$ cat src/rtl/me_frame_loader_if.sv
// me_frame_loader_if: pixel stream, engine memory-write, engine control and
// motion-vector result signals of the motion-estimation frame loader.
// master: the loader's view; slave: the surrounding system's view.
interface me_frame_loader_if;
  logic [7:0]  pix_data;
  logic        pix_valid;
  logic        pix_ready;
  logic [4:0]  address_write_cur;
  logic [63:0] data_write_cur;
  logic        write_enable_cur;
  logic [6:0]  address_write_ref;
  logic [63:0] data_write_ref;
  logic        write_enable_ref;
  logic        go;
  logic        done_in;
  logic [7:0]  m_i_in;
  logic [7:0]  m_j_in;
  logic [7:0]  mv_i;
  logic [7:0]  mv_j;
  logic        mv_valid;
  logic        mv_ready;
  logic        busy;
  logic        timeout_err;

  modport master (
    input  pix_data, pix_valid, done_in, m_i_in, m_j_in, mv_ready,
    output pix_ready, address_write_cur, data_write_cur, write_enable_cur,
           address_write_ref, data_write_ref, write_enable_ref, go,
           mv_i, mv_j, mv_valid, busy, timeout_err
  );

  modport slave (
    output pix_data, pix_valid, done_in, m_i_in, m_j_in, mv_ready,
    input  pix_ready, address_write_cur, data_write_cur, write_enable_cur,
           address_write_ref, data_write_ref, write_enable_ref, go,
           mv_i, mv_j, mv_valid, busy, timeout_err
  );
endinterface

$ cat src/rtl/me_frame_loader.sv
// me_frame_loader: packs a raster pixel stream (current block, then reference
// window) into 64-bit words, writes them into the engine memories, pulses go,
// then captures the engine's motion vector and offers it on a valid/ready port.
// Optional macro ME_LOAD_TIMEOUT_EN adds a watchdog on the wait for done_in.
module me_frame_loader #(
  parameter int PIX_W          = 8,
  parameter int PACK           = 8,
  parameter int CUR_WORDS      = 32,
  parameter int REF_WORDS      = 128,
  parameter int TIMEOUT_CYCLES = 4096
) (
  input logic              clk,
  input logic              reset,
  me_frame_loader_if.master ldr_if
);

  localparam int WORD_W = PIX_W * PACK;
  localparam int PART_W = WORD_W - PIX_W;
  localparam int CNT_W  = $clog2(PACK);
  localparam int CUR_AW = $clog2(CUR_WORDS);
  localparam int REF_AW = $clog2(REF_WORDS);

  localparam logic [2:0] ST_IDLE     = 3'd0;
  localparam logic [2:0] ST_LOAD_CUR = 3'd1;
  localparam logic [2:0] ST_LOAD_REF = 3'd2;
  localparam logic [2:0] ST_GO       = 3'd3;
  localparam logic [2:0] ST_WAIT     = 3'd4;
  localparam logic [2:0] ST_RESULT   = 3'd5;

  logic [2:0]        state_q, state_d;
  logic [CNT_W-1:0]  pix_cnt_q, pix_cnt_d;
  logic [PART_W-1:0] pack_q, pack_d;
  logic [REF_AW-1:0] word_cnt_q, word_cnt_d;
  logic              we_cur_q, we_cur_d, we_ref_q, we_ref_d;
  logic [CUR_AW-1:0] addr_cur_q, addr_cur_d;
  logic [REF_AW-1:0] addr_ref_q, addr_ref_d;
  logic [WORD_W-1:0] data_cur_q, data_cur_d, data_ref_q, data_ref_d;
  logic              go_q, go_d;
  logic              done_prev_q;
  logic [7:0]        mv_i_q, mv_i_d, mv_j_q, mv_j_d;
  logic              mv_valid_q, mv_valid_d;

  logic              loading_s, accept_s, last_pix_s, done_rise_s;
  logic [WORD_W-1:0] word_s;

`ifdef ME_LOAD_TIMEOUT_EN
  localparam int WD_W = $clog2(TIMEOUT_CYCLES + 1);
  logic [WD_W-1:0] wd_cnt_q, wd_cnt_d;
  logic            tmo_q, tmo_d;
`else
  logic            unused_timeout_s;
  assign unused_timeout_s = (TIMEOUT_CYCLES == 0);
`endif

  assign loading_s   = (state_q == ST_IDLE) || (state_q == ST_LOAD_CUR) ||
                       (state_q == ST_LOAD_REF);
  assign accept_s    = ldr_if.pix_valid && ldr_if.pix_ready;
  assign last_pix_s  = (pix_cnt_q == CNT_W'(PACK - 1));
  // First pixel of a group ends up in the top byte, the last in the bottom byte.
  assign word_s      = {pack_q, ldr_if.pix_data};
  assign done_rise_s = ldr_if.done_in && !done_prev_q;

  // Next-state logic: packer, word counter, write strobes, FSM and result capture.
  always_comb begin
    state_d    = state_q;
    pix_cnt_d  = pix_cnt_q;
    pack_d     = pack_q;
    word_cnt_d = word_cnt_q;
    we_cur_d   = 1'b0;
    we_ref_d   = 1'b0;
    addr_cur_d = addr_cur_q;
    addr_ref_d = addr_ref_q;
    data_cur_d = data_cur_q;
    data_ref_d = data_ref_q;
    go_d       = 1'b0;
    mv_i_d     = mv_i_q;
    mv_j_d     = mv_j_q;
    mv_valid_d = mv_valid_q;
`ifdef ME_LOAD_TIMEOUT_EN
    wd_cnt_d   = '0;
    tmo_d      = tmo_q;
`endif

    if (accept_s) begin
      if (last_pix_s) begin
        pix_cnt_d = '0;
        pack_d    = '0;
      end else begin
        pix_cnt_d = pix_cnt_q + 1'b1;
        pack_d    = {pack_q[PART_W-PIX_W-1:0], ldr_if.pix_data};
      end
    end else begin
      pix_cnt_d = pix_cnt_q;
    end

    case (state_q)
      ST_IDLE, ST_LOAD_CUR: begin
        if (accept_s && last_pix_s) begin
          we_cur_d   = 1'b1;
          addr_cur_d = word_cnt_q[CUR_AW-1:0];
          data_cur_d = word_s;
          if (word_cnt_q == REF_AW'(CUR_WORDS - 1)) begin
            // Next accepted pixel is reference pixel 0, no gap.
            word_cnt_d = '0;
            state_d    = ST_LOAD_REF;
          end else begin
            word_cnt_d = word_cnt_q + 1'b1;
            state_d    = ST_LOAD_CUR;
          end
        end else if (accept_s) begin
          state_d = ST_LOAD_CUR;
        end else begin
          state_d = state_q;
        end
      end
      ST_LOAD_REF: begin
        if (accept_s && last_pix_s) begin
          we_ref_d   = 1'b1;
          addr_ref_d = word_cnt_q;
          data_ref_d = word_s;
          if (word_cnt_q == REF_AW'(REF_WORDS - 1)) begin
            word_cnt_d = '0;
            state_d    = ST_GO;
          end else begin
            word_cnt_d = word_cnt_q + 1'b1;
          end
        end else begin
          state_d = ST_LOAD_REF;
        end
      end
      ST_GO: begin
        // go is registered, so it is seen one cycle after the last ref write.
        go_d    = 1'b1;
        state_d = ST_WAIT;
      end
      ST_WAIT: begin
        if (done_rise_s) begin
          mv_i_d     = ldr_if.m_i_in;
          mv_j_d     = ldr_if.m_j_in;
          mv_valid_d = 1'b1;
          state_d    = ST_RESULT;
        end else begin
`ifdef ME_LOAD_TIMEOUT_EN
          if (wd_cnt_q == WD_W'(TIMEOUT_CYCLES - 1)) begin
            mv_i_d     = 8'hFF;
            mv_j_d     = 8'hFF;
            mv_valid_d = 1'b1;
            tmo_d      = 1'b1;
            state_d    = ST_RESULT;
          end else begin
            wd_cnt_d = wd_cnt_q + 1'b1;
          end
`else
          state_d = ST_WAIT;
`endif
        end
      end
      ST_RESULT: begin
        if (mv_valid_q && ldr_if.mv_ready) begin
          mv_valid_d = 1'b0;
`ifdef ME_LOAD_TIMEOUT_EN
          tmo_d      = 1'b0;
`endif
          state_d    = ST_IDLE;
        end else begin
          state_d = ST_RESULT;
        end
      end
      default: begin
        state_d = ST_IDLE;
      end
    endcase
  end

  // State registers with synchronous reset that discards any partial word.
  always_ff @(posedge clk) begin
    if (reset) begin
      state_q     <= ST_IDLE;
      pix_cnt_q   <= '0;
      pack_q      <= '0;
      word_cnt_q  <= '0;
      we_cur_q    <= 1'b0;
      we_ref_q    <= 1'b0;
      addr_cur_q  <= '0;
      addr_ref_q  <= '0;
      data_cur_q  <= '0;
      data_ref_q  <= '0;
      go_q        <= 1'b0;
      done_prev_q <= 1'b0;
      mv_i_q      <= 8'h00;
      mv_j_q      <= 8'h00;
      mv_valid_q  <= 1'b0;
    end else begin
      state_q     <= state_d;
      pix_cnt_q   <= pix_cnt_d;
      pack_q      <= pack_d;
      word_cnt_q  <= word_cnt_d;
      we_cur_q    <= we_cur_d;
      we_ref_q    <= we_ref_d;
      addr_cur_q  <= addr_cur_d;
      addr_ref_q  <= addr_ref_d;
      data_cur_q  <= data_cur_d;
      data_ref_q  <= data_ref_d;
      go_q        <= go_d;
      done_prev_q <= ldr_if.done_in;
      mv_i_q      <= mv_i_d;
      mv_j_q      <= mv_j_d;
      mv_valid_q  <= mv_valid_d;
    end
  end

`ifdef ME_LOAD_TIMEOUT_EN
  // Watchdog counter and sticky timeout flag.
  always_ff @(posedge clk) begin
    if (reset) begin
      wd_cnt_q <= '0;
      tmo_q    <= 1'b0;
    end else begin
      wd_cnt_q <= wd_cnt_d;
      tmo_q    <= tmo_d;
    end
  end
  assign ldr_if.timeout_err = tmo_q;
`else
  assign ldr_if.timeout_err = 1'b0;
`endif

  // pix_ready is forced low while reset is asserted so all outputs read 0.
  assign ldr_if.pix_ready         = !reset && loading_s;
  assign ldr_if.busy              = (state_q != ST_IDLE);
  assign ldr_if.write_enable_cur  = we_cur_q;
  assign ldr_if.address_write_cur = addr_cur_q;
  assign ldr_if.data_write_cur    = data_cur_q;
  assign ldr_if.write_enable_ref  = we_ref_q;
  assign ldr_if.address_write_ref = addr_ref_q;
  assign ldr_if.data_write_ref    = data_ref_q;
  assign ldr_if.go                = go_q;
  assign ldr_if.mv_i              = mv_i_q;
  assign ldr_if.mv_j              = mv_j_q;
  assign ldr_if.mv_valid          = mv_valid_q;

endmodule

$ cat src/flat_wrapper.sv
// flat-port wrapper written by rule: the top's interface ports become plain ports
module me_frame_loader_flat 
#(
  parameter int PIX_W          = 8,
  parameter int PACK           = 8,
  parameter int CUR_WORDS      = 32,
  parameter int REF_WORDS      = 128,
  parameter int TIMEOUT_CYCLES = 4096
)
  (clk, reset, ldr_if_pix_data, ldr_if_pix_valid, ldr_if_done_in, ldr_if_m_i_in, ldr_if_m_j_in, ldr_if_mv_ready, ldr_if_pix_ready, ldr_if_address_write_cur, ldr_if_data_write_cur, ldr_if_write_enable_cur, ldr_if_address_write_ref, ldr_if_data_write_ref, ldr_if_write_enable_ref, ldr_if_go, ldr_if_mv_i, ldr_if_mv_j, ldr_if_mv_valid, ldr_if_busy, ldr_if_timeout_err);
  me_frame_loader_if ldr_if_i ();
  input logic clk;
  input logic reset;
  input wire logic [$bits(ldr_if_i.pix_data)-1:0] ldr_if_pix_data;
  input wire logic [$bits(ldr_if_i.pix_valid)-1:0] ldr_if_pix_valid;
  input wire logic [$bits(ldr_if_i.done_in)-1:0] ldr_if_done_in;
  input wire logic [$bits(ldr_if_i.m_i_in)-1:0] ldr_if_m_i_in;
  input wire logic [$bits(ldr_if_i.m_j_in)-1:0] ldr_if_m_j_in;
  input wire logic [$bits(ldr_if_i.mv_ready)-1:0] ldr_if_mv_ready;
  output wire logic [$bits(ldr_if_i.pix_ready)-1:0] ldr_if_pix_ready;
  output wire logic [$bits(ldr_if_i.address_write_cur)-1:0] ldr_if_address_write_cur;
  output wire logic [$bits(ldr_if_i.data_write_cur)-1:0] ldr_if_data_write_cur;
  output wire logic [$bits(ldr_if_i.write_enable_cur)-1:0] ldr_if_write_enable_cur;
  output wire logic [$bits(ldr_if_i.address_write_ref)-1:0] ldr_if_address_write_ref;
  output wire logic [$bits(ldr_if_i.data_write_ref)-1:0] ldr_if_data_write_ref;
  output wire logic [$bits(ldr_if_i.write_enable_ref)-1:0] ldr_if_write_enable_ref;
  output wire logic [$bits(ldr_if_i.go)-1:0] ldr_if_go;
  output wire logic [$bits(ldr_if_i.mv_i)-1:0] ldr_if_mv_i;
  output wire logic [$bits(ldr_if_i.mv_j)-1:0] ldr_if_mv_j;
  output wire logic [$bits(ldr_if_i.mv_valid)-1:0] ldr_if_mv_valid;
  output wire logic [$bits(ldr_if_i.busy)-1:0] ldr_if_busy;
  output wire logic [$bits(ldr_if_i.timeout_err)-1:0] ldr_if_timeout_err;
  assign ldr_if_i.pix_data = ldr_if_pix_data;
  assign ldr_if_i.pix_valid = ldr_if_pix_valid;
  assign ldr_if_i.done_in = ldr_if_done_in;
  assign ldr_if_i.m_i_in = ldr_if_m_i_in;
  assign ldr_if_i.m_j_in = ldr_if_m_j_in;
  assign ldr_if_i.mv_ready = ldr_if_mv_ready;
  assign ldr_if_pix_ready = ldr_if_i.pix_ready;
  assign ldr_if_address_write_cur = ldr_if_i.address_write_cur;
  assign ldr_if_data_write_cur = ldr_if_i.data_write_cur;
  assign ldr_if_write_enable_cur = ldr_if_i.write_enable_cur;
  assign ldr_if_address_write_ref = ldr_if_i.address_write_ref;
  assign ldr_if_data_write_ref = ldr_if_i.data_write_ref;
  assign ldr_if_write_enable_ref = ldr_if_i.write_enable_ref;
  assign ldr_if_go = ldr_if_i.go;
  assign ldr_if_mv_i = ldr_if_i.mv_i;
  assign ldr_if_mv_j = ldr_if_i.mv_j;
  assign ldr_if_mv_valid = ldr_if_i.mv_valid;
  assign ldr_if_busy = ldr_if_i.busy;
  assign ldr_if_timeout_err = ldr_if_i.timeout_err;
  me_frame_loader #(.PIX_W(PIX_W), .PACK(PACK), .CUR_WORDS(CUR_WORDS), .REF_WORDS(REF_WORDS), .TIMEOUT_CYCLES(TIMEOUT_CYCLES)) u_core (.clk(clk), .reset(reset), .ldr_if(ldr_if_i));
endmodule
$ cat config.mk
export PLATFORM = sky130hd
export DESIGN_NAME = me_frame_loader_flat
export DESIGN_NICKNAME = d
export VERILOG_FILES = /design/src/rtl/me_frame_loader_if.sv /design/src/rtl/me_frame_loader.sv /design/src/flat_wrapper.sv
export SDC_FILE = /design/constraint.sdc
export NUM_CORES = 1
export LEC_CHECK = 0
export ABC_AREA = 1
export CORE_ASPECT_RATIO = 0.7
export CORE_MARGIN = 2
export CORE_UTILIZATION = 55
export CTS_BUF_LIST = sky130_fd_sc_hd__clkbuf_4 sky130_fd_sc_hd__clkbuf_8 sky130_fd_sc_hd__clkbuf_16
export CTS_CLUSTER_DIAMETER = 50
export CTS_CLUSTER_SIZE = 25
export DETAILED_ROUTE_END_ITERATION = 16
export DONT_BUFFER_PORTS = 1
export GPL_TIMING_DRIVEN = 0
export PLACE_DENSITY = 0.78
export SYNTH_ARGS = -nofsm -noshare
export SYNTH_HDL_FRONTEND = slang
export SYNTH_SLANG_ARGS = --single-unit
$ cat constraint.sdc
create_clock -name clk -period 2.75 [get_ports clk]
set_input_delay 0.55 -clock clk [delete_from_list [all_inputs] [get_ports clk]]
set_output_delay 0.55 -clock clk [all_outputs]
set_load 0.05 [all_outputs]
# --- Yosys cells after proc, flatten, opt, wreduce, memory -nomap -nowiden ---
# Cells that the tools add are included.
totals:
  register_bits: 230
  inputBits: 29
  output_inout_bits: 163
  wordCells: 75
op_classes:
  addsub: 2
  n_eq_ne: 14
  n_mux: 20
  n_bitwise: 2
  n_reduce_logical: 22
op_table:
  columns: ["op", "n"]
  rows:
  - ["56-bit two-way mux", 1]
  - ["7-bit two-way mux", 4]
  - ["3-bit two-way mux", 6]
  - ["3-bit one-hot mux with 5 select lines", 1]
  - ["7-bit one-hot mux with 2 select lines", 1]
  - ["3-bit equality test, second input constant", 3]
  - ["2-bit AND reduction", 4]
  - ["7-bit by 1-bit adder with 7-bit output, second input constant", 1]
  - ["7-bit by 5-bit equality test with 1-bit output, second input constant", 1]
  - ["7-bit equality test, second input constant", 1]
  - ["3-bit by 2-bit equality test with 1-bit output, second input constant", 2]
  - ["2-bit by 1-bit inequality test with 1-bit output, second input constant", 3]
  - ["3-bit AND reduction", 2]
  - ["2-bit OR reduction", 3]
  - ["1-bit logical AND", 5]
  - ["1-bit two-way mux", 5]
  - ["2-bit nonzero test", 2]
  - ["3-bit by 1-bit adder with 3-bit output, second input constant", 1]
  - ["3-bit by 1-bit equality test with 1-bit output, second input constant", 1]
  - ["3-bit zero test", 1]
  - ["3-bit by 1-bit inequality test with 1-bit output, second input constant", 1]
  - ["3-bit inequality test, second input constant", 1]
  - ["3-bit nonzero test", 1]
  - ["1-bit zero test", 2]
  - ["5 further kinds", 7]

# --- Longest topological paths before layout ---
# Gate-level depths: netlist (run 1).
logic_depth:
  depth_word: 8
  ltp_mapped: 10
  ltp_nobuf: 9

# --- Least setup slack after synthesis (run 1) ---
# Ideal clock, no wire load.
synth_timing:
  path_kind: "input-to-output"
  startpoint: "input reset"
  endpoint: "output ldr_if_pix_ready"
  arrival_time_ns: 1.447
  t_required_ns: 2.200
  path_slack_ns: 0.753
  stages: 4
  n_path_buf: 1
  path_cell_list: "nor2_2 nand2_1 inv_2 clkbuf_1"
synth_via:
  elab_chain_len: 2
synth_lines:
  columns: ["element", "line_no", "source"]
  rows:
  - ["start, declared", "flat_wrapper.sv:13", "input logic reset;"]
  - ["1-bit zero test", "me_frame_loader.sv:229", "assign ldr_if.pix_ready = !reset && loading_s;"]
  - ["1-bit logical AND", "me_frame_loader.sv:229", null]
  - ["end, declared", "flat_wrapper.sv:20", "output wire logic [$bits(ldr_if_i.pix_ready)-1:0] ldr_if_pix_ready;"]
# Every way passes these cells.

# --- Final worst setup path (run 1) ---
layout_timing:
  startpoint: "register u_core.state_q[2]"
  endpoint: "output ldr_if_pix_ready"
layout_via:
  elab_chain_len: 4
  word_cells_on_any_way: 6
  classes_between: "eq/ne (2); reduce/logical (4)"
layout_lines:
  columns: ["element", "line_no", "source"]
  rows:
  - ["start, declared", "me_frame_loader.sv:30", "logic [2:0] state_q, state_d;"]
  - ["start signal, assigned", "me_frame_loader.sv:194", "state_q <= state_d;"]
  - ["3-bit by 1-bit equality test with 1-bit output / 3-bit zero test (equally long branches)", "me_frame_loader.sv:55", "assign loading_s = (state_q == ST_IDLE) || (state_q == ST_LOAD_CUR) ||"]
  - ["1-bit logical OR", "me_frame_loader.sv:55", null]
  - ["1-bit logical OR (*)", "me_frame_loader.sv:55", null]
  - ["1-bit logical AND (*)", "me_frame_loader.sv:229", null]
# Every way passes the cells marked *; elsewhere a longest branch is shown, timed or not.

==> metrics.md, run 1 <==
| Metric | Value |
|---|---|
| EDFF count, synth | `0` |
| Ant. Diodes | `0` |
| Grt total ovfl | `0` |
| Register bit total from synthesis | `230` |
| Post-cts sizing count | `0` |
| Max Fclk | `392.2 MHz` |
| RSZ-0062 raised after global routing | `no` |
| H-tree depth | `1` |
| Starting DRT DRC Count | `560` |
| Synth area leaders | `dfxtp_1 56%, nand2_1 9.9%, a21oi_1 8.4%` |
| Maximum VDD drop | `0.3351 mV` |
| Synth warn | `0` |
| CP arrival | `2000 ps` |
| Total track usage | `27.27%` |
| Synth top cells by count | `230 x dfxtp_1, 219 x nand2_1, 184 x nor2_1` |
| # clock sinks | `230` |
| Net Count, Synth | `1,080` |
| Cell with the most instances after synthesis | `dfxtp_1` |
| Pwr Density | `653.2 mW/mm^2` |
| Fin crit share | `92.73%` |
| Max-slew headroom | `29.00%` |
| Post-CTS Setup Repair Bufs | `0` |
| Worst Clk Skew | `15.14 ps` |
| Via/cell ratio | `5.625` |
| Final hold vios | `0` |
| Hold Crit Class | `in2reg` |
| Fillers | `1,259` |
| Post-synth top area cell | `dfxtp_1` |
| Syn avg cell area | `7.892 um^2` |
| Site Rows | `37` |
| Core Box Area | `0.01468 mm^2` |
| Bufs on Longest Clock Path | `3` |
| Seq. cell area | `0.004604 mm^2` |
| Static leakage | `3.401 nW` |
| Worst-Margin Slew | `1065 ps` |
| Dpl cells | `1,243` |
| CTS Buf Count | `14` |
| Layout Cells excl Fill | `1,267` |
| Largest net degree at the start of global routing | `26` |
| Final setup vio count | `0` |
| DRC viols | `0` |
| Area taken by multi-input logic gates | `0.003224 mm^2` |
| Fin crit period | `2550 ps` |
| Final net count | `1,096` |
| Clk Latency, worst-skew pair | `480 ps` |
| Number of global-route vias before repair | `6,695` |
| Layout cells sized above 1 | `5.597%` |
| CP Max Fanout | `10` |
| Routed WL | `22,020 um` |
| Max Cap Viol | `0` |
| Share of Yosys cell area claimed by the top area cell type | `55.67%` |
| First-pass GRT wire length | `34,950 um` |
| Chip height | `106.6 um` |
| Starting density of the core | `56.36%` |
| Die Span X | `150.6 um` |
| Setup TNS | `0 ps` |
| Ports | `192` |
| Placer congestion estimate | `0.8394` |
| Wire length per cell | `17.38 um` |
| CTS Root Cell | `clkbuf_16` |
| Pins over their slew limit | `0` |
| Sequential area share after synthesis | `55.67%` |
| Hpwl dp | `15,410 um` |
| CTS tree | `built` |
| Critical Path Start Type | `register` |
| Worst endpoint required time | `2200 ps` |
| Die ar. | `0.01605 mm^2` |
| Async set or reset register ratio after synthesis | `0%` |
| Mapped cell area | `0.008270 mm^2` |
| Total power | `5.884 mW` |
| Status | `finished, final reports clean` |
| Post-route ant nets | `0` |
| Setup CP Type | `reg2out` |
| Via count | `7,127` |
| # hold bufs at CTS | `0` |
| Buffers on Ports | `0` |
| Initial antenna violation count | `0` |
| Count of cell types in the netlist | `27` |
| Post-Synthesis Cells | `1,048` |
| Post-synthesis to final-layout area growth | `8.926%` |
| Post-synth top flop | `dfxtp_1` |
| Crit end category | `output pin` |
| Clock Pin Slew Worst Setup and Hold Paths | `90 ps` |
| DR pass1 iterations | `5` |
## stage by stage
step                hold slack [ps]  setup slack (ps)  utilization, %  area [um^2]
floorplan                     449.1             753.5               -         8270
global placement              458.9             340.3           58.02         8514
detailed placement            463.9             294.3           58.02         8514
CTS                           201.2             216.5           61.39         9009
global route                  195.9             66.18           61.39         9009
finish                        208.7             200.0           61.39         9009
## cell families (layout without fill, tap and decap cells)
group	after synthesis	in the layout	synth area share, %
and+or+nand+nor	485	485	24.43
xor gates and xnor gates	1	1	0.1059
other	1	1	0.04534
buffers and inverters	98	122	5.340
adders and majority gates	3	3	0.4539
DFF	230	230	55.67
AOI/OAI and AO/OA	230	230	13.95
## per-layer routing
| metal | share of wire [%] | GRT usage (%) | vias up |
|---|---|---|---|
| li1 | - | - | 3483 |
| met1 | 44 | 39.20 | 3308 |
| met2 | 41 | 39.32 | 302 |
| met3 | 12 | 9.404 | 34 |
| met4 | 2.1 | 6.604 | 0 |
| met5 | 0 | 0 | - |
## final timing paths
kind / start / end / slack, ps / depth (start not counted)
setup / recovery: u_core.state_q[2]$_SDFFE_PP0P_ / ldr_if_pix_ready / 200 / 4
hold / removal: ldr_if_pix_data[5] / u_core.ldr_if.data_write_ref[5]$_SDFFE_PP0P_ / 210 / 2
setup reg to reg: u_core.pix_cnt_q[0]$_SDFFE_PP0P_ / u_core.pack_q[29]$_SDFFE_PP0P_ / 640 / 7
hold reg to reg: u_core.pix_cnt_q[1]$_SDFFE_PP0P_ / u_core.pix_cnt_q[1]$_SDFFE_PP0P_ / 480 / 2
## where the power goes
| part | switching, mW | internal (mW) |
|---|---|---|
| Sequential | 0.0154 | 3.34 |
| Combinational | 0.130 | 0.0340 |
| Clock | 1.13 | 1.24 |
## sequential cells by signal, summed over array words and instances, names as in the netlist, 3 cells and up
signal	flops
u_core.ldr_if.address_write_cur	5
u_core.ldr_if.address_write_ref	7
u_core.ldr_if.data_write_cur	64
u_core.ldr_if.data_write_ref	64
u_core.ldr_if.mv_i	8
u_core.ldr_if.mv_j	8
u_core.pack_q	56
u_core.pix_cnt_q	3
u_core.state_q	3
u_core.word_cnt_q	7
## cell type report
class                           count  share of cell area [%]
Buffer                             83                   4.278
Clock buffer                       17                   4.333
Clock inverter                      7                   1.153
Inverter                           15                  0.6250
Multi-Input combinational cell    720                   35.79
Sequential cell                   230                   51.11
Tap cell                          195                   2.708
## critical path, stage by stage, from the launching register on
cell	delay (ps)
dfxtp_1	350
nor2_2	180
nand2_1	90
inv_2	110
clkbuf_1	800
## cells in the final DEF, fill, tap and decap left out, types with 3 or more instances in the layout
master / count
nor2_1: 184
clkbuf_1: 49
buf_1: 8
clkbuf_16: 15
buf_6: 5
o21ai_0: 84
inv_1: 13
buf_4: 4
buf_2: 17
a21oi_1: 139
ha_1: 3
nand2_1: 219
nand3_1: 14
o21ai_1: 6
nand4_1: 57
dfxtp_1: 230
(Power assumes the default switching activity.)
==> run 2: changes to the inputs <==
--- a/config.mk
+++ b/config.mk
@@ -6,7 +6,7 @@
 export NUM_CORES = 1
 export LEC_CHECK = 0
 export ABC_AREA = 1
-export CORE_ASPECT_RATIO = 0.7
+export CORE_ASPECT_RATIO = 2
 export CORE_MARGIN = 2
 export CORE_UTILIZATION = 55
 export CTS_BUF_LIST = sky130_fd_sc_hd__clkbuf_4 sky130_fd_sc_hd__clkbuf_8 sky130_fd_sc_hd__clkbuf_16
@@ -16,6 +16,7 @@
 export DONT_BUFFER_PORTS = 1
 export GPL_TIMING_DRIVEN = 0
 export PLACE_DENSITY = 0.78
+export SLEW_MARGIN = 10
 export SYNTH_ARGS = -nofsm -noshare
 export SYNTH_HDL_FRONTEND = slang
 export SYNTH_SLANG_ARGS = --single-unit
==> run 2 against run 1 <==
Net effect: power down 7.0%; cell area down 1.6%; register-to-register slack lost 30 ps; routed wire length is 1.3% higher; critical endpoint unchanged; first-iteration DRC count fell by 15%; worst setup slack better by 75 ps.
==> metrics.md, run 2 (synthesis results as in run 1) <==
| Metric | Value |
|---|---|
| Status | `finished, final reports clean (unchanged)` |
| Post-cts sizing count | `0 (unchanged)` |
| Number of global-route vias before repair | `6,735 (was 6,695)` |
| Via count | `7,078 (was 7,127)` |
| DRC viols | `0 (unchanged)` |
| Buffers on Ports | `0 (unchanged)` |
| DR pass1 iterations | `5 (unchanged)` |
| Die Span X | `90.71 um (was 150.6 um)` |
| Worst Clk Skew | `14.51 ps (was 15.14 ps)` |
| Seq. cell area | `0.004604 mm^2 (unchanged)` |
| H-tree depth | `1 (unchanged)` |
| Starting DRT DRC Count | `476 (was 560)` |
| Cell breakdown of the critical path | `nor2_2, nand2_1, inv_2, clkbuf_1 (unchanged)` |
| Wire length per cell | `17.74 um (was 17.38 um)` |
| Static leakage | `3.329 nW (was 3.401 nW)` |
| Bufs on Longest Clock Path | `3 (unchanged)` |
| Total track usage | `26.77% (was 27.27%)` |
| Commonest non-fill, non-tap cell in the layout | `dfxtp_1 (unchanged)` |
| Fin crit share | `90.01% (was 92.73%)` |
| Clk Latency, worst-skew pair | `470 ps (was 480 ps)` |
| Slowest stage cell, crit path | `clkbuf_1 (unchanged)` |
| Via/cell ratio | `5.626 (was 5.625)` |
| # hold bufs at CTS | `0 (unchanged)` |
| Slowest stage delay, CP | `750 ps (was 800 ps)` |
| Maximum VDD drop | `0.5064 mV (was 0.3351 mV)` |
| Hold WS | `204.5 ps (was 208.7 ps)` |
| Setup CP Type | `reg2out (unchanged)` |
| CP Max Fanout | `10 (unchanged)` |
| Site Rows | `63 (was 37)` |
| Core Box Area | `0.01474 mm^2 (was 0.01468 mm^2)` |
| Area taken by multi-input logic gates | `0.003224 mm^2 (unchanged)` |
| Die ar. | `0.01609 mm^2 (was 0.01605 mm^2)` |
| Chip height | `177.4 um (was 106.6 um)` |
| Clock Pin Slew Worst Setup and Hold Paths | `90 ps (about the same)` |
| Crit path max-delay family | `buffers and inverters (unchanged)` |
| Worst Path Buf+Inv | `2 (unchanged)` |
| CP arrival | `1930 ps (was 2000 ps)` |
| Fillers | `1,368 (was 1,259)` |
| Hold Crit Class | `in2reg (unchanged)` |
| Critical Path Start Type | `register (unchanged)` |
| Post-synthesis to final-layout area growth | `7.186% (was 8.926%)` |
| Routed WL | `22,320 um (was 22,020 um)` |
| Starting density of the core | `56.11% (was 56.36%)` |
| Initial antenna violation count | `0 (unchanged)` |
| Ports | `192 (unchanged)` |
| Layout cells sized above 1 | `4.798% (was 5.597%)` |
| Pwr Density | `617.1 mW/mm^2 (was 653.2 mW/mm^2)` |
| Final net count | `1,095 (was 1,096)` |
| CTS Root Cell | `clkbuf_16 (unchanged)` |
| First-pass GRT wire length | `34,690 um (was 34,950 um)` |
| Worst-Margin Slew | `996.6 ps (was 1065 ps)` |
| Final setup vio count | `0 (unchanged)` |
| Fin crit period | `2475 ps (was 2550 ps)` |
| Max Cap Viol | `0 (unchanged)` |
| Ant. Diodes | `0 (unchanged)` |
| Pins over their slew limit | `0 (unchanged)` |
| Max-slew headroom | `33.56% (was 29.00%)` |
| Max Fclk | `404.0 MHz (was 392.2 MHz)` |
| Crit end category | `output pin (unchanged)` |
| Post-route ant nets | `0 (unchanged)` |
| Most frequent cells in the layout | `230 x dfxtp_1, 219 x nand2_1, 184 x nor2_1 (unchanged)` |
| Hpwl dp | `16,500 um (was 15,410 um)` |
| Grt total ovfl | `0 (unchanged)` |
| # clock sinks | `230 (unchanged)` |
| CTS Buf Count | `13 (was 14)` |
| Final hold vios | `0 (unchanged)` |
| Largest net degree at the start of global routing | `26 (unchanged)` |
| CTS tree | `built (unchanged)` |
| Placer congestion estimate | `0.8634 (was 0.8394)` |
| Post-CTS Setup Repair Bufs | `0 (unchanged)` |
| Worst endpoint required time | `2200 ps (about the same)` |
| RSZ-0062 raised after global routing | `no (unchanged)` |
| Setup TNS | `0 ps (unchanged)` |
run 2: routing by layer:
layer | vias up | wire, um | track usage, %
li1 | 3474 | - | -
met1 | 3278 | 7933 | 27.67
met2 | 252 | 12050 | 51.15
met3 | 74 | 1184 | 3.864
met4 | 0 | 1151 | 14.36
met5 | - | 0 | 0
run 2: stage by stage:
step	cells	area [um^2]	utilization [%]	setup slack, ps	total power, mW
floorplan	1048	8270	-	753.5	3.541
global placement	1243	8514	57.76	468.5	3.588
detailed placement	1243	8514	57.76	417.2	3.589
CTS	1258	8865	60.14	260.4	5.481
global route	1258	8865	60.14	145.4	5.614
finish	1258	8865	60.14	274.7	5.470
run 2: final timing paths:
kind / start / end / slack [ps] / depth (start not counted)
max: u_core.state_q[2]$_SDFFE_PP0P_ / ldr_if_pix_ready / 270 / 4
min: ldr_if_done_in / u_core.done_prev_q$_SDFF_PP0_ / 200 / 2
max reg2reg: u_core.pix_cnt_q[0]$_SDFFE_PP0P_ / u_core.pack_q[21]$_SDFFE_PP0P_ / 610 / 7
min reg2reg: u_core.pack_q[49]$_SDFFE_PP0P_ / u_core.pack_q[49]$_SDFFE_PP0P_ / 490 / 2
run 2: cell type report:
cell class | count | share of cell area [%]
clock buffer | 13 | 3.670
sequential | 230 | 51.94
buffer | 83 | 4.347
clock inverter | 2 | 0.2823
inverter | 15 | 0.6351
multi-input combinational | 720 | 36.37
tap | 195 | 2.752
run 2: power by group:
| group | internal (mW) | switching [mW] |
|---|---|---|
| logic | 0.0339 | 0.125 |
| registers | 3.34 | 0.0155 |
| clock network | 0.876 | 1.08 |
==> run 3: changes to the inputs <==
==> constraint.sdc (replaced) <==
create_clock -name clk -period 2.35 [get_ports clk]
set_input_delay 0.47 -clock clk [delete_from_list [all_inputs] [get_ports clk]]
set_output_delay 0.47 -clock clk [all_outputs]
set_load 0.05 [all_outputs]
==> run 3 against run 2 <==
Net effect: routed wire length about the same; die area unchanged; global-route usage unchanged; worst hold slack got worse by 80 ps; sequential power increased by 17%; worst setup slack got worse by 67 ps; cell area about the same; combinational power increased by 17%; clock skew about the same; sequential cell count unchanged; critical path type is now reg2reg; largest power group unchanged.
==> metrics.md, run 3 (synthesis results as in run 1) <==
| Metric | Value |
|---|---|
| Max Cap Viol | `0 (unchanged)` |
| CTS tree | `built (unchanged)` |
| DRC viols | `0 (unchanged)` |
| Crit end category | `register (was output pin)` |
| Most frequent cells in the layout | `230 x dfxtp_1, 219 x nand2_1, 184 x nor2_1 (unchanged)` |
| Post-synthesis to final-layout area growth | `7.201% (was 7.186%)` |
| Logic pwr share | `2.9% (about the same)` |
| Site Rows | `63 (unchanged)` |
| CTS Buf Count | `13 (unchanged)` |
| # clock sinks | `230 (unchanged)` |
| Final hold vios | `0 (unchanged)` |
| H-tree depth | `1 (unchanged)` |
| Buffers on Ports | `0 (unchanged)` |
| Clk network pwr share | `35.8% (about the same)` |
| Setup CP Type | `reg2reg (was reg2out)` |
| DR pass1 iterations | `6 (was 5)` |
| Post-route ant nets | `0 (unchanged)` |
| Int Pwr | `4.973 mW (was 4.249 mW)` |
| Reg-to-reg startpoint | `u_core.pix_cnt_q[0]$_SDFFE_PP0P_ (unchanged)` |
| Max Fclk | `466.7 MHz` |
| Grt total ovfl | `0 (unchanged)` |
| Ant. Diodes | `0 (unchanged)` |
| Layout Utilization | `60.15% (was 60.14%)` |
| Min-delay src | `ldr_if_done_in (unchanged)` |
| # hold bufs at CTS | `0 (unchanged)` |
| Routed WL | `22,340 um (was 22,320 um)` |
| Fin crit period | `2143 ps` |
| Bufs on Longest Clock Path | `3 (unchanged)` |
| P_sw | `1.429 mW (was 1.221 mW)` |
| Placer congestion estimate | `0.8634 (unchanged)` |
| Wire length per cell | `17.75 um (was 17.74 um)` |
| Initial antenna violation count | `0 (unchanged)` |
| Wl on met1 | `7866 um (was 7933 um)` |
| Final setup vio count | `0 (unchanged)` |
| Total track usage | `26.77% (unchanged)` |
| Worst Clk Skew | `14.41 ps (was 14.51 ps)` |
| Wire length on met3 | `1243 um (was 1184 um)` |
| Pins over their slew limit | `0 (unchanged)` |
| Die Span X | `90.71 um (unchanged)` |
| Crit. Startpoint | `u_core.pix_cnt_q[0]$_SDFFE_PP0P_ (was u_core.state_q[2]$_SDFFE_PP0P_)` |
| Pre-CTS worst setup slack | `97.15 ps (was 417.2 ps)` |
| First-pass GRT wire length | `34,690 um (unchanged)` |
| Clk Latency, worst-skew pair | `470 ps (about the same)` |
| Starting density of the core | `56.11% (unchanged)` |
| Chip height | `177.4 um (unchanged)` |
| Sequential power share | `61.3% (about the same)` |
| Starting DRT DRC Count | `474 (was 476)` |
| Pwr Density | `722.0 mW/mm^2 (was 617.1 mW/mm^2)` |
| Clock Pin Slew Worst Setup and Hold Paths | `90 ps (about the same)` |
| Number of global-route vias before repair | `6,735 (unchanged)` |
| Ports | `192 (unchanged)` |
| CP Max Fanout | `10 (unchanged)` |
| Worst-Margin Slew | `683.4 ps (was 996.6 ps)` |
| Highest metal used | `met4 (unchanged)` |
| Maximum VDD drop | `0.5927 mV (was 0.5064 mV)` |
| Worst endpoint required time | `2750 ps (was 2200 ps)` |
| Switching part of the total power | `22.32% (about the same)` |
| Commonest non-fill, non-tap cell in the layout | `dfxtp_1 (unchanged)` |
| Core Box Area | `0.01474 mm^2 (unchanged)` |
| Metal2 WL | `12,040 um (was 12,050 um)` |
| Fin crit share | `91.18%` |
| Status | `finished, final reports clean (unchanged)` |
| Via count | `7,077 (was 7,078)` |
| Critical Path Start Type | `register (unchanged)` |
| Static leakage | `3.332 nW (was 3.329 nW)` |
| Hpwl dp | `16,500 um (unchanged)` |
| Hold Crit Class | `in2reg (unchanged)` |
| Largest net degree at the start of global routing | `26 (unchanged)` |
| Final net count | `1,095 (unchanged)` |
| Setup TNS | `0 ps (unchanged)` |
| Layout cells sized above 1 | `4.892% (was 4.798%)` |
| CP arrival | `2540 ps (was 1930 ps)` |
| CTS Root Cell | `clkbuf_16 (unchanged)` |
| Max-slew headroom | `54.44% (was 33.56%)` |
| R2r setup slk | `210 ps (was 610 ps)` |
| RSZ-0062 raised after global routing | `no (unchanged)` |
| Die ar. | `0.01609 mm^2 (unchanged)` |
| Final worst slack | `207.4 ps (was 274.7 ps)` |
| Via/cell ratio | `5.626 (about the same)` |
-- run 3: cell counts in the layout (fill, tap and decap cells not counted) --
Identical to the previous run, type by type.
-- run 3: stage by stage --
step | hold slack [ps] | std cells | power (mW) | cell area, um^2
6_report | 124.2 | 1258 | 6.402 | 8866
5_1_grt | 130.2 | 1258 | 6.570 | 8866
4_1_cts | 116.2 | 1258 | 6.415 | 8866
3_5_place_dp | 474.2 | 1243 | 4.200 | 8514
3_3_place_gp | 455.9 | 1243 | 4.198 | 8514
2_1_floorplan | 449.1 | 1048 | 4.144 | 8270
-- run 3: area by class of cell --
cell class / count / area (um^2)
tap: 195 / 244.0
multi-input combinational: 720 / 3224
sequential: 230 / 4604
fill: 1368 / 5874
clock inverter: 2 / 25.02
inverter: 15 / 56.30
clock buffer: 13 / 325.3
buffer: 83 / 386.6
-- run 3: per-layer routing --
layer / vias to the layer above / GRT usage, %
met1: 3276 / 27.67
met3: 76 / 3.864
met4: 0 / 14.36
li1: 3473 / -
met5: - / 0
met2: 252 / 51.15
-- run 3: timing repair --
action | CTS | global route
setup endpoints to repair | 1 | 0
buffers inserted | 0 | 0
endpoints found under the hold margin | 0 | 0
gates resized for setup | 1 | 0
-- run 3: critical path, stage by stage, from the launching register on --
cell and delay, ps:
dfxtp_1 350, ha_1 210, ha_1 210, inv_1 140, clkbuf_1 400, buf_1 380
nand4_1 200, a21oi_1 180
-- run 3: power groups by stage --
stage | combinational, mW | sequential [mW] | clock [mW]
after floorplan | 0.135 | 4.01 | 0
after global placement | 0.182 | 4.02 | 0
after CTS | 0.185 | 3.93 | 2.30
after global routing | 0.206 | 3.93 | 2.44
final | 0.186 | 3.93 | 2.29
after detailed placement | 0.184 | 4.02 | 0
-- run 3: path summary, 6_finish.rpt --
check / to / cells past startpoint
worst max-delay path: u_core.pack_q[21]$_SDFFE_PP0P_ / 7
worst min-delay path: u_core.done_prev_q$_SDFF_PP0_ / 2
worst max register to register: u_core.pack_q[21]$_SDFFE_PP0P_ / 7
worst min register to register: u_core.pack_q[49]$_SDFFE_PP0P_ / 2
==> edit, RTL diff (flow settings as in run 3) <==
Add a define of `ME_LOAD_TIMEOUT_EN`.
--- a/src/rtl/me_frame_loader.sv
+++ b/src/rtl/me_frame_loader.sv
@@ -3,4 +3,6 @@
 // then captures the engine's motion vector and offers it on a valid/ready port.
 // Optional macro ME_LOAD_TIMEOUT_EN adds a watchdog on the wait for done_in.
+`define ME_LOAD_TIMEOUT_EN
+
 module me_frame_loader #(
   parameter int PIX_W          = 8,
Formal check against the unedited RTL: no difference found for any inputs over 10 cycles, from zero or initial values and one cycle with reset high; that may be too few to reach the edited logic, so the function may still have changed.
==> edit against run 3 <==
Non-clock buffer count decreased by 6; largest cell class unchanged; largest power group unchanged; routed wire length rose by 6.4%; total power grew 4.4%; clock skew rose by 0.52 ps; cell count is 6.0% higher; via count grew 4.6%; sequential power rose by 5.9%; setup slack better by 3.4 ps; design area rose by 11%; maximum frequency up 0.16%; area after synthesis grew 11%; sequential cell count up 14; highest routed layer unchanged.
==> edit: results <==
synthesis:
  synth_area_leaders: "dfxtp_1 53%, nand2_1 7.1%, nor2_1 6.7%"
  yosys-top-cells-count: "244 x dfxtp_1, 173 x nand2_1, 164 x nor2_1, 106 x a21oi_1, 97 x o21ai_0"
  syn_avg_cell_area_um2: 8.252
  ys_types: 31
  syn_nets: 1147
  seq_area_frac_synth_pct: 53.14
worst_hold_path:
  hold_path_end: "u_core.ldr_if.data_write_cur[7]"
  min-delay-start: "ldr_if_pix_data[7]"
routing:
  wire_per_inst_um: 17.82
  firstDrtPassIters: 5
grt:
  use_met2_pct: 49.24
  grt_usage_pct: 26.57
  antenna_found_initial: 0
  grtUsageMet3_pct: 3.666
  grt_pass1_vias: 7059
  globalRouteMet1Util_pct: 28.37
  grt_pass1_wl_um: 37270
placed_design:
  hpwl_um: 17470
  dp_cells: 1318
outcome:
  outcome: "completed"
cts:
  cts-resized-gates: 0
setup_path:
  reg2reg_to: "u_core.pack_q[18]"
  ff2ff_setup_slack_ps: 210
  max_stage_delay_ps: 460
sta:
  worst_pin_slew_ps: 742.3
  hold_ws_ps: 126.0
  skew_ps: 14.93
power:
  p_leak_nw: 3.583
  ir_worst_vdd_mv: 0.5278
layout:
  nets: 1162
  n_fill_cell: 1471
  final_cell_count_no_fill: 1334
[edit: cell types whose count changed in the layout (fill, tap and decap cells not counted), moves of 8 or more]
cell,change
clkbuf_1,-8
nand2_1,-46
dfxtp_1,+14
inv_1,+26
nand2_2,+50
nand3_1,+55
a21oi_2,+50
a21oi_1,-33
nand4_1,-54
o21ai_0,+13
nor2_1,-20
[edit: layout make-up]
class	count	area share [%]
clock buffer	15	3.537
clock inverter	1	0.05107
inverter	44	1.711
multi-input combinational	749	37.76
sequential	244	49.85
tap	204	2.605
buffer	77	4.494
[edit: worst max path at each step]
stage / from / to / slack [ps] / cells past startpoint
after floorplan: reset / u_core.ldr_if.data_write_cur[11] / 670 / 9
after global placement: reset / u_core.ldr_if.data_write_ref[37] / 200 / 9
after detailed placement: reset / u_core.ldr_if.data_write_ref[37] / 210 / 9
after CTS: u_core.pix_cnt_q[0] / u_core.ldr_if.data_write_ref[37] / 230 / 9
after global routing: u_core.pix_cnt_q[0] / u_core.pack_q[19] / 90 / 7
final: u_core.pix_cnt_q[0] / u_core.pack_q[18] / 210 / 7
[edit: cells by family (layout without fill, tap and decap cells)]
logic type	count (synthesis)	count (layout)	synth area share, %
xor gates and xnor gates	9	9	0.8574
buffers and inverters	121	137	6.615
DFF	244	244	53.14
adders and majority gates	4	4	0.5445
AOI/OAI and AO/OA	255	255	15.98
and+or+nand+nor	481	481	22.87
[edit: stage by stage]
stage | instance area (um^2) | util [%] | total power, mW | setup slack [ps]
after global placement | 9448 | 57.78 | 4.441 | 201.3
final | 9799 | 59.93 | 6.684 | 210.8
after global routing | 9799 | 59.93 | 6.887 | 87.52
after CTS | 9799 | 59.93 | 6.725 | 232.0
after detailed placement | 9448 | 57.78 | 4.444 | 208.6
after floorplan | 9193 | - | 4.388 | 674.4
[edit: per-layer routing]
metal | routed length [um] | share of wire, % | vias to the layer above
li1 | - | - | 3642
met1 | 8456 | 36 | 3444
met2 | 12850 | 54 | 240
met3 | 1224 | 5.1 | 74
met4 | 1245 | 5.2 | 0
met5 | 0 | 0 | -
[edit: worst max-delay path, delay by kind of cell (launching register included)]
family,cells,cell delay [ps]
compound gates,1,160
fa+ha+maj,2,420
simple gates,1,190
buf+inv,3,960
flops,1,340
[edit: power breakdown]
| part | switching (mW) | internal (mW) |
|---|---|---|
| sequential | 0.0176 | 4.15 |
| clock | 1.28 | 1.06 |
| combinational | 0.143 | 0.0420 |
| total | 1.44 | 5.24 |
